[config.mk]
export PLATFORM = sky130hd
export DESIGN_NAME = bsg_tag_serial_tx_flat
export DESIGN_NICKNAME = d
export VERILOG_FILES = /design/src/rtl/bsg_tag_serial_tx_if.sv /design/src/rtl/bsg_tag_serial_tx.sv /design/src/flat_wrapper.sv
export SDC_FILE = /design/constraint.sdc
export NUM_CORES = 1
export LEC_CHECK = 0
export BUFFER_PORTS_ARGS = -buffer_cell sky130_fd_sc_hd__buf_2
export CAP_MARGIN = 0
export CORE_UTILIZATION = 40
export DETAILED_ROUTE_END_ITERATION = 6
export GPL_TIMING_DRIVEN = 0
export PLACE_DENSITY = 0.7
export SLEW_MARGIN = 20
export SYNTH_ARGS = -nofsm -noshare
export SYNTH_HDL_FRONTEND = slang
export SYNTH_SLANG_ARGS = --single-unit
[constraint.sdc]
create_clock -name clk_i -period 5.8 [get_ports clk_i]
set_input_delay 1.16 -clock clk_i [delete_from_list [all_inputs] [get_ports clk_i]]
set_output_delay 1.16 -clock clk_i [all_outputs]
set_load 0.01 [all_outputs]
[src/rtl/bsg_tag_serial_tx_if.sv]
// Parallel tag packet handshake (ready-and) feeding bsg_tag_serial_tx.
// master drives the packet, slave (the transmitter) returns ready_o.
interface bsg_tag_serial_tx_if
  #(parameter int els_p = 1024
   ,parameter int max_payload_width_p = 16
   );

  localparam int lg_els_lp = $clog2(els_p);
  localparam int lg_pw_lp  = $clog2(max_payload_width_p + 1);

  logic                           v_i;
  logic                           ready_o;
  logic [lg_els_lp-1:0]           node_id_i;
  logic                           data_not_reset_i;
  logic [lg_pw_lp-1:0]            len_i;
  logic [max_payload_width_p-1:0] payload_i;

  modport master (output v_i, node_id_i, data_not_reset_i, len_i, payload_i, input ready_o);
  modport slave  (input v_i, node_id_i, data_not_reset_i, len_i, payload_i, output ready_o);

endinterface

[src/rtl/bsg_tag_serial_tx.sv]
// bsg_tag serial transmitter: latches a tag packet and shifts it out LSB first, one bit per clock.
// Optional 2-entry input FIFO enabled by defining BSG_TAG_SERIAL_TX_FIFO_EN.
module bsg_tag_serial_tx
  #(parameter int els_p = 1024
   ,parameter int max_payload_width_p = 16
   ,parameter int gap_p = 2
   )
  (input  logic              clk_i
  ,input  logic              reset_i
  ,bsg_tag_serial_tx_if.slave pkt
  ,output logic              tag_data_o
  ,output logic              tag_en_o
  ,output logic              busy_o
  );

  localparam int lg_els_lp  = $clog2(els_p);
  localparam int lg_pw_lp   = $clog2(max_payload_width_p + 1);
  localparam int m1_lp      = (lg_els_lp > lg_pw_lp) ? lg_els_lp : lg_pw_lp;
  localparam int m2_lp      = (m1_lp > max_payload_width_p) ? m1_lp : max_payload_width_p;
  localparam int max_cnt_lp = (m2_lp > gap_p) ? m2_lp : gap_p;
  localparam int cnt_w_lp   = $clog2(max_cnt_lp + 1);

  typedef enum logic [2:0] {
    S_IDLE, S_START, S_LEN, S_DNR, S_ID, S_PAY, S_GAP
  } state_e;

  typedef struct packed {
    logic [lg_els_lp-1:0]           node_id;
    logic                           dnr;
    logic [lg_pw_lp-1:0]            len;
    logic [max_payload_width_p-1:0] payload;
  } pkt_s;

  state_e                         state_reg, state_next;
  logic [cnt_w_lp-1:0]            cnt_reg, cnt_next;
  logic [lg_pw_lp-1:0]            len_reg, len_next;
  logic [lg_pw_lp-1:0]            len_sh_reg, len_sh_next;
  logic                           dnr_reg, dnr_next;
  logic [lg_els_lp-1:0]           id_sh_reg, id_sh_next;
  logic [max_payload_width_p-1:0] pay_sh_reg, pay_sh_next;
  logic                           tag_data_reg, tag_data_next;
  logic                           tag_en_reg, tag_en_next;
  logic                           busy_reg, busy_next;

  logic                           take;
  pkt_s                           in_pkt;
  pkt_s                           wr_pkt;
  logic [lg_pw_lp-1:0]            len_clamped;

  assign wr_pkt = {pkt.node_id_i, pkt.data_not_reset_i, pkt.len_i, pkt.payload_i};

`ifdef BSG_TAG_SERIAL_TX_FIFO_EN
  logic [1:0] fifo_cnt_reg;
  logic       wr_ptr_reg, rd_ptr_reg;
  logic       push;
  pkt_s       fifo_mem [2];

  assign pkt.ready_o = (fifo_cnt_reg != 2'd2);
  assign push        = pkt.v_i & pkt.ready_o;
  assign take        = (fifo_cnt_reg != 2'd0) & (state_reg == S_IDLE);
  assign in_pkt      = fifo_mem[rd_ptr_reg];

  for (genvar gi = 0; gi < 2; gi++) begin : g_entry
    pkt_s entry_reg;
    always_ff @(posedge clk_i) begin
      if (push && (wr_ptr_reg == 1'(gi)))
        entry_reg <= wr_pkt;
    end
    assign fifo_mem[gi] = entry_reg;
  end

  always_ff @(posedge clk_i) begin
    if (reset_i) begin
      fifo_cnt_reg <= 2'd0;
      wr_ptr_reg   <= 1'b0;
      rd_ptr_reg   <= 1'b0;
    end else begin
      if (push) wr_ptr_reg <= ~wr_ptr_reg;
      if (take) rd_ptr_reg <= ~rd_ptr_reg;
      fifo_cnt_reg <= fifo_cnt_reg + 2'(push) - 2'(take);
    end
  end
`else
  logic ready_reg, ready_next;

  assign pkt.ready_o = ready_reg;
  assign take        = pkt.v_i & ready_reg;
  assign in_pkt      = wr_pkt;
`endif

  // Oversized lengths are clamped once, when the packet is latched.
  assign len_clamped = (in_pkt.len > lg_pw_lp'(max_payload_width_p))
                     ? lg_pw_lp'(max_payload_width_p) : in_pkt.len;

  // State register; reset lands in GAP so the idle guard also follows reset.
  always_ff @(posedge clk_i) begin
    if (reset_i) begin
      state_reg    <= S_GAP;
      cnt_reg      <= '0;
      tag_data_reg <= 1'b0;
      tag_en_reg   <= 1'b0;
      busy_reg     <= 1'b1;
`ifndef BSG_TAG_SERIAL_TX_FIFO_EN
      ready_reg    <= 1'b0;
`endif
    end else begin
      state_reg    <= state_next;
      cnt_reg      <= cnt_next;
      tag_data_reg <= tag_data_next;
      tag_en_reg   <= tag_en_next;
      busy_reg     <= busy_next;
`ifndef BSG_TAG_SERIAL_TX_FIFO_EN
      ready_reg    <= ready_next;
`endif
    end
  end

  always_ff @(posedge clk_i) begin
    len_reg    <= len_next;
    len_sh_reg <= len_sh_next;
    dnr_reg    <= dnr_next;
    id_sh_reg  <= id_sh_next;
    pay_sh_reg <= pay_sh_next;
  end

  // Next state: one shared counter times every field and is cleared on each state change.
  always_comb begin
    state_next  = state_reg;
    cnt_next    = cnt_reg + 1'b1;
    len_next    = len_reg;
    len_sh_next = len_sh_reg;
    dnr_next    = dnr_reg;
    id_sh_next  = id_sh_reg;
    pay_sh_next = pay_sh_reg;
    case (state_reg)
      S_IDLE: begin
        cnt_next = '0;
        if (take) begin
          state_next  = S_START;
          len_next    = len_clamped;
          len_sh_next = len_clamped;
          dnr_next    = in_pkt.dnr;
          id_sh_next  = in_pkt.node_id;
          pay_sh_next = in_pkt.payload;
        end
      end
      S_START: begin
        state_next = S_LEN;
        cnt_next   = '0;
      end
      S_LEN: begin
        len_sh_next = len_sh_reg >> 1;
        if (cnt_reg == cnt_w_lp'(lg_pw_lp - 1)) begin
          state_next = S_DNR;
          cnt_next   = '0;
        end
      end
      S_DNR: begin
        state_next = S_ID;
        cnt_next   = '0;
      end
      S_ID: begin
        id_sh_next = id_sh_reg >> 1;
        if (cnt_reg == cnt_w_lp'(lg_els_lp - 1)) begin
          state_next = (len_reg == '0) ? S_GAP : S_PAY;
          cnt_next   = '0;
        end
      end
      S_PAY: begin
        pay_sh_next = pay_sh_reg >> 1;
        if (cnt_next == cnt_w_lp'(len_reg)) begin
          state_next = S_GAP;
          cnt_next   = '0;
        end
      end
      S_GAP: begin
        if (cnt_reg == cnt_w_lp'(gap_p - 1)) begin
          state_next = S_IDLE;
          cnt_next   = '0;
        end
      end
      default: begin
        state_next = S_GAP;
        cnt_next   = '0;
      end
    endcase
  end

  // Outputs are decoded from the next state so the pins come straight from flops.
  always_comb begin
    tag_en_next   = 1'b0;
    tag_data_next = 1'b0;
    busy_next     = (state_next != S_IDLE);
`ifndef BSG_TAG_SERIAL_TX_FIFO_EN
    ready_next    = (state_next == S_IDLE);
`endif
    case (state_next)
      S_START: begin tag_en_next = 1'b1; tag_data_next = 1'b1;           end
      S_LEN:   begin tag_en_next = 1'b1; tag_data_next = len_sh_next[0]; end
      S_DNR:   begin tag_en_next = 1'b1; tag_data_next = dnr_next;       end
      S_ID:    begin tag_en_next = 1'b1; tag_data_next = id_sh_next[0];  end
      S_PAY:   begin tag_en_next = 1'b1; tag_data_next = pay_sh_next[0]; end
      default: begin tag_en_next = 1'b0; tag_data_next = 1'b0;           end
    endcase
  end

  assign tag_data_o = tag_data_reg;
  assign tag_en_o   = tag_en_reg;
  assign busy_o     = busy_reg;

endmodule

[src/flat_wrapper.sv]
// flat-port wrapper written by rule: the top's interface ports become plain ports
module bsg_tag_serial_tx_flat 
#(parameter int els_p = 1024
   ,parameter int max_payload_width_p = 16
   ,parameter int gap_p = 2
   )
  (clk_i, reset_i, tag_data_o, tag_en_o, busy_o, pkt_v_i, pkt_node_id_i, pkt_data_not_reset_i, pkt_len_i, pkt_payload_i, pkt_ready_o);
  bsg_tag_serial_tx_if #(.els_p(els_p), .max_payload_width_p(max_payload_width_p)) pkt_i ();
  input  logic clk_i;
  input  logic reset_i;
  output logic tag_data_o;
  output logic tag_en_o;
  output logic busy_o;
  input wire logic [$bits(pkt_i.v_i)-1:0] pkt_v_i;
  input wire logic [$bits(pkt_i.node_id_i)-1:0] pkt_node_id_i;
  input wire logic [$bits(pkt_i.data_not_reset_i)-1:0] pkt_data_not_reset_i;
  input wire logic [$bits(pkt_i.len_i)-1:0] pkt_len_i;
  input wire logic [$bits(pkt_i.payload_i)-1:0] pkt_payload_i;
  output wire logic [$bits(pkt_i.ready_o)-1:0] pkt_ready_o;
  assign pkt_i.v_i = pkt_v_i;
  assign pkt_i.node_id_i = pkt_node_id_i;
  assign pkt_i.data_not_reset_i = pkt_data_not_reset_i;
  assign pkt_i.len_i = pkt_len_i;
  assign pkt_i.payload_i = pkt_payload_i;
  assign pkt_ready_o = pkt_i.ready_o;
  bsg_tag_serial_tx #(.els_p(els_p), .max_payload_width_p(max_payload_width_p), .gap_p(gap_p)) u_core (.clk_i(clk_i), .reset_i(reset_i), .pkt(pkt_i), .tag_data_o(tag_data_o), .tag_en_o(tag_en_o), .busy_o(busy_o));
endmodule
# --- Yosys cells after proc, flatten, opt, wreduce, memory -nomap -nowiden ---
# Index checks and enable logic that the tools add are counted.
word_totals:
  word_cells: 68
  inputBits: 35
  ff_bits: 49
  out_inout_bits: 4
classes:
  n_reduce_logical: 12
  bitwise_logic: 1
  n_eq_ne: 16
  order_cmp: 1
  muxes: 23
  addsub: 1
ops:
  columns: ["op", "n"]
  rows:
  - ["$pmux W16 S2", 1]
  - ["$mux W5", 6]
  - ["$pmux W3 S7", 1]
  - ["$pmux W10 S2", 1]
  - ["$pmux W5 S4", 1]
  - ["$mux W16", 1]
  - ["$eq A3 B3 Y1 const B", 5]
  - ["$mux W3", 5]
  - ["$eq A3 B2 Y1 const B", 4]
  - ["$mux W10", 1]
  - ["$pmux W5 S2", 1]
  - ["$reduce_and A2 Y1", 4]
  - ["$eq A3 B1 Y1 const B", 2]
  - ["$logic_not A3 Y1", 2]
  - ["$reduce_bool A2 Y1", 3]
  - ["$add A5 B1 Y5 const B", 1]
  - ["$eq A5 B1 Y1 const B", 1]
  - ["$eq A5 B3 Y1 const B", 1]
  - ["$eq A5 B4 Y1 const B", 1]
  - ["$eq A5 B5 Y1", 1]
  - ["$gt A5 B5 Y1 const B", 1]
  - ["$logic_not A5 Y1", 1]
  - ["$pmux W1 S5", 1]
  - ["$reduce_or A5 Y1", 1]
  - ["5 further kinds", 7]

# --- Longest topological paths before layout ---
logic_depth:
  depth_word: 7
  ltp_mapped: 8

# --- Least setup slack after synthesis ---
# OpenSTA, ideal clock, no wires.
synth_path:
  path_kind: "input-to-reg"
  from: "input port pkt_v_i"
  to: "register u_core.tag_data_reg, in the netlist u_core.tag_data_o"
  arrival_time_ns: 2.413
  n_path_buf: 0
  setup_ns: 0.116
  required_ns: 5.684
  setup_slack_ns: 3.271
  path_stages: 6
  cell_sequence: "and2_1 nand3_1 nand2_1 o21ai_0 a311o_1 o211a_1"
synth_via:
  elab_cells_between_ends: 17
synth_lines:
  columns: ["item", "line", "source"]
  rows:
  - ["start: declaration", "flat_wrapper.sv:14", "input wire logic [$bits(pkt_i.v_i)-1:0] pkt_v_i;"]
  - ["$and A1 B1 Y1", "bsg_tag_serial_tx.sv:87", "assign take = pkt.v_i & ready_reg;"]
  - ["$mux W16", "bsg_tag_serial_tx.sv:138", "if (take) begin"]
  - ["$pmux W16 S2", "bsg_tag_serial_tx.sv:135", "case (state_reg)"]
  - ["via u_core.pay_sh_next[0]", "bsg_tag_serial_tx.sv:40", "logic [max_payload_width_p-1:0] pay_sh_reg, pay_sh_next;"]
  - ["$pmux W1 S5", "bsg_tag_serial_tx.sv:197", "case (state_next)"]
  - ["end signal: assignment", "bsg_tag_serial_tx.sv:109", "tag_data_reg <= tag_data_next;"]
  - ["end: declaration", "bsg_tag_serial_tx.sv:41", "logic tag_data_reg, tag_data_next;"]
# The timed path passes the listed nets, and every way through them passes these cells. The select of a mux whose other input is x is not followed.
# A chain may end at the register's enable or synchronous reset.

# --- Worst setup path in the final report ---
# Ends and elaborated chain as after synthesis.

==> impl_metrics.csv <==
group,metric,value,unit
timing,fmax,0.378,GHz
route,dr_total_vias,1557,
die,io_pins,39,
die,die-height,78.7,µm
final_layout,instances_no_fill,300,
critical_path,rr_worst_depth,7,
grt,grt_first_pass_wirelength,7.37,mm
worst_hold_path,holdPathEnd,"u_core.dnr_reg",
placement,portBuffers,38,
critical_path,crit_path_start,"pkt_v_i",
timing,slew_violations,0,
timing,setup_viol,0,
critical_path,worstReg2RegStart,"u_core.state_reg[2]",
synthesis,syn_area,2350,µm²
synthesis,syn-num-nets,220,
timing,worstMarginPinSlew,0.658,ns
timing,timing.final.crit_share,45.6,%
die,fp-row-count,27,
grt,gr-total-overflow,0,
final_layout,largest_reg_flops,16,
synthesis,yosysSeqAreaShare,55.7,%
cts,ctsHoldBuffers,0,
flow_run,drv_cap,0,
cts,root_buffer,"clkbuf_8",
die,core,5570,µm²
synthesis,synthFlopType,"edfxtp_1",
worst_hold_path,hp-class,"flip-flop to flip-flop",
final_layout,area_delta_synth_final,16.7,%
cts,path_clk_slew,0.09,ns
final_layout,drive_gt1_share,29.4,%
cts,clock_path_buffers,2,
critical_path,startpoint_type,"input pin",
die,initial_core_util,42.2,%
timing,rsz0062_at_grt,"false",
route,drc,0,
timing,hold_violations,0,
synthesis,ys_types,56,
cts,ctsResizeCount,0,
route,wl_per_cell,14.6,µm
critical_path,arrival,2.85,ns
cts,cts.sinks,49,
die,dieArea,6190,µm²
final_layout,final_nets,265,
route,ant_nets,0,
placement,place_hpwl,3.12,mm
placement,dp.cells,292,
grt,grt_max_degree,17,
synthesis,synth_area_leaders,"edfxtp_1, dfxtp_1, a22o_1, xnor2_1, ha_1",
synthesis,synthArstFlopShare,0,%
cts,insertion_delay,0.31,ns
final_layout,antenna_cells,0,
cts,cts_made_buffers,5,
final_layout,fillerInstances,508,
grt,grt_pass1_vias,1504,
synthesis,ys_ff_latch,49,
route,drt_iter0_drc,114,
pwr,p_per_area,370,nW/µm²
route,vias_per_cell,5.19,
cts,cts_max_level,2,
worst_hold_path,hold_path_startpoint,"u_core.dnr_reg",
timing,fin_worst_skew,0.00406,ns
route,drt_wl_total,4.39,mm
timing,min_period,2.65,ns
timing,tns,0,ns
critical_path,cp.required,6.01,ns
critical_path,r2r_slack,3.52,ns
synthesis,yosysWarnings,0,
worst_hold_path,min_path_cells,1,
route,drt_pass1_iterations,6,
critical_path,crit_path_end_kind,"flip-flop",
cts,cts_setup_buffers,0,
synthesis,yosysTopAreaCell,"edfxtp_1",
outcome,status,"complete, no violations",
cts,tritoncts,"built",
grt,track_usage,15.6,%
pwr,vdd_drop_max,0.000174,V
grt,antenna_found_initial,0,
critical_path,worstPathMaxFanout,16,
synthesis,synth_cells,182,
die,die_w,78.7,µm
synthesis,synth_edf_count,33,
critical_path,worst-setup-path-type,"input pin to flip-flop",
pwr,power_leakage,0.00106,µW
synthesis,syn_avg_cell_area,12.9,µm²
timing,slew_headroom,56.0,%
placement,gp_congestion,0.757,
critical_path,reg2reg_to,"u_core.tag_data_o",
final_layout,fin_util,49.3,%
synthesis,yosys.area.top_type_share,42.1,%
worst max-delay path, cell delays in order:
cell,delay (ns)
buf_2,0.09
and2_1,0.23
nand3_1,0.17
nand2_1,0.54
o21ai_0,0.21
a311o_1,0.31
o211a_1,0.13
synthesized netlist by cell type (all sizes together) (2+ instances only):
master,number
a22o,22
and2,6
a31oi,3
ha,3
a21oi,2
a22oi,2
a32o,3
nand2b,4
o21a,3
edfxtp,33
nor2,11
xnor2,5
nand3,2
dfxtp,16
nor4b,3
a211o,2
clkbuf,4
o211a,2
buf,7
a21boi,2
xor2,4
o21ai,4
nand2,5
o31ai,2
inv,8
nor2b,7
where the power goes:
part | internal [µW] | leakage (µW) | total, µW | switching [µW]
sequential | 432 | 0.000405 | 459 | 27.1
combinational | 143 | 0.000600 | 305 | 162
clock | 129 | 0.0000585 | 251 | 122
total | 704 | 0.00106 | 1010 | 311
cells by family after synthesis:
logic type / count (synthesis) / share of synthesized area, %
xor+xnor: 10 / 4.31
mux: 1 / 0.478
buf+inv: 19 / 4.79
flops: 49 / 55.7
compound gates: 54 / 20.4
simple gates: 46 / 12.7
fa+ha+maj: 3 / 1.60
metal layers:
layer,global-route usage (%),up-vias,routed length (µm)
li1,-,782,-
met1,23.3,729,2250
met2,21.8,40,1910
met3,4.25,6,166
met4,4.44,0,65
met5,0,-,0
worst max path at each step:
stage,slack (ns),cells past startpoint,to
finish,3.15,7,u_core.tag_data_o
global route,2.95,7,u_core.tag_data_o
CTS,3.14,7,u_core.tag_data_o
detailed placement,2.82,7,u_core.tag_data_o
global placement,2.82,7,u_core.tag_data_o
floorplan,3.27,6,u_core.tag_data_o
metrics by stage:
| stage | hold WS, ns | cell area [µm²] | total power [µW] | setup WS (ns) |
|---|---|---|---|---|
| final | 0.483 | 2750 | 1010 | 3.15 |
| after global routing | 0.513 | 2750 | 1080 | 2.95 |
| after detailed placement | 0.468 | 2630 | 766 | 2.82 |
| after CTS | 0.490 | 2750 | 1020 | 3.14 |
| after global placement | 0.461 | 2630 | 763 | 2.82 |
| after floorplan | 0.451 | 2350 | 697 | 3.27 |
cell type report:
cell class / count / area [µm²] / share of cell area, %
buffer: 11 / 82.6 / 3.01
timing repair buffer: 38 / 190 / 6.92
clock buffer: 5 / 68.8 / 2.51
inverter: 8 / 30.0 / 1.09
clock inverter: 3 / 43.8 / 1.59
tap: 72 / 90.1 / 3.28
sequential: 49 / 1310 / 47.7
multi-input combinational: 114 / 930 / 33.8
placed cells by master, fill, tap and decap left out, drive strengths merged, types with 2 or more instances in the layout:
cell,Yosys,layout
buf,7,45
edfxtp,33,33
a22o,22,22
dfxtp,16,16
nor2,11,11
inv,8,9
clkbuf,4,9
nor2b,7,7
and2,6,6
nand2,5,5
xnor2,5,5
o21ai,4,4
xor2,4,4
nand2b,4,4
a31oi,3,3
o21a,3,3
a32o,3,3
ha,3,3
nor4b,3,3
nand3,2,2
a21boi,2,2
a22oi,2,2
o31ai,2,2
a211o,2,2
o211a,2,2
a21oi,2,2
Power figures use the tool's default switching activity.
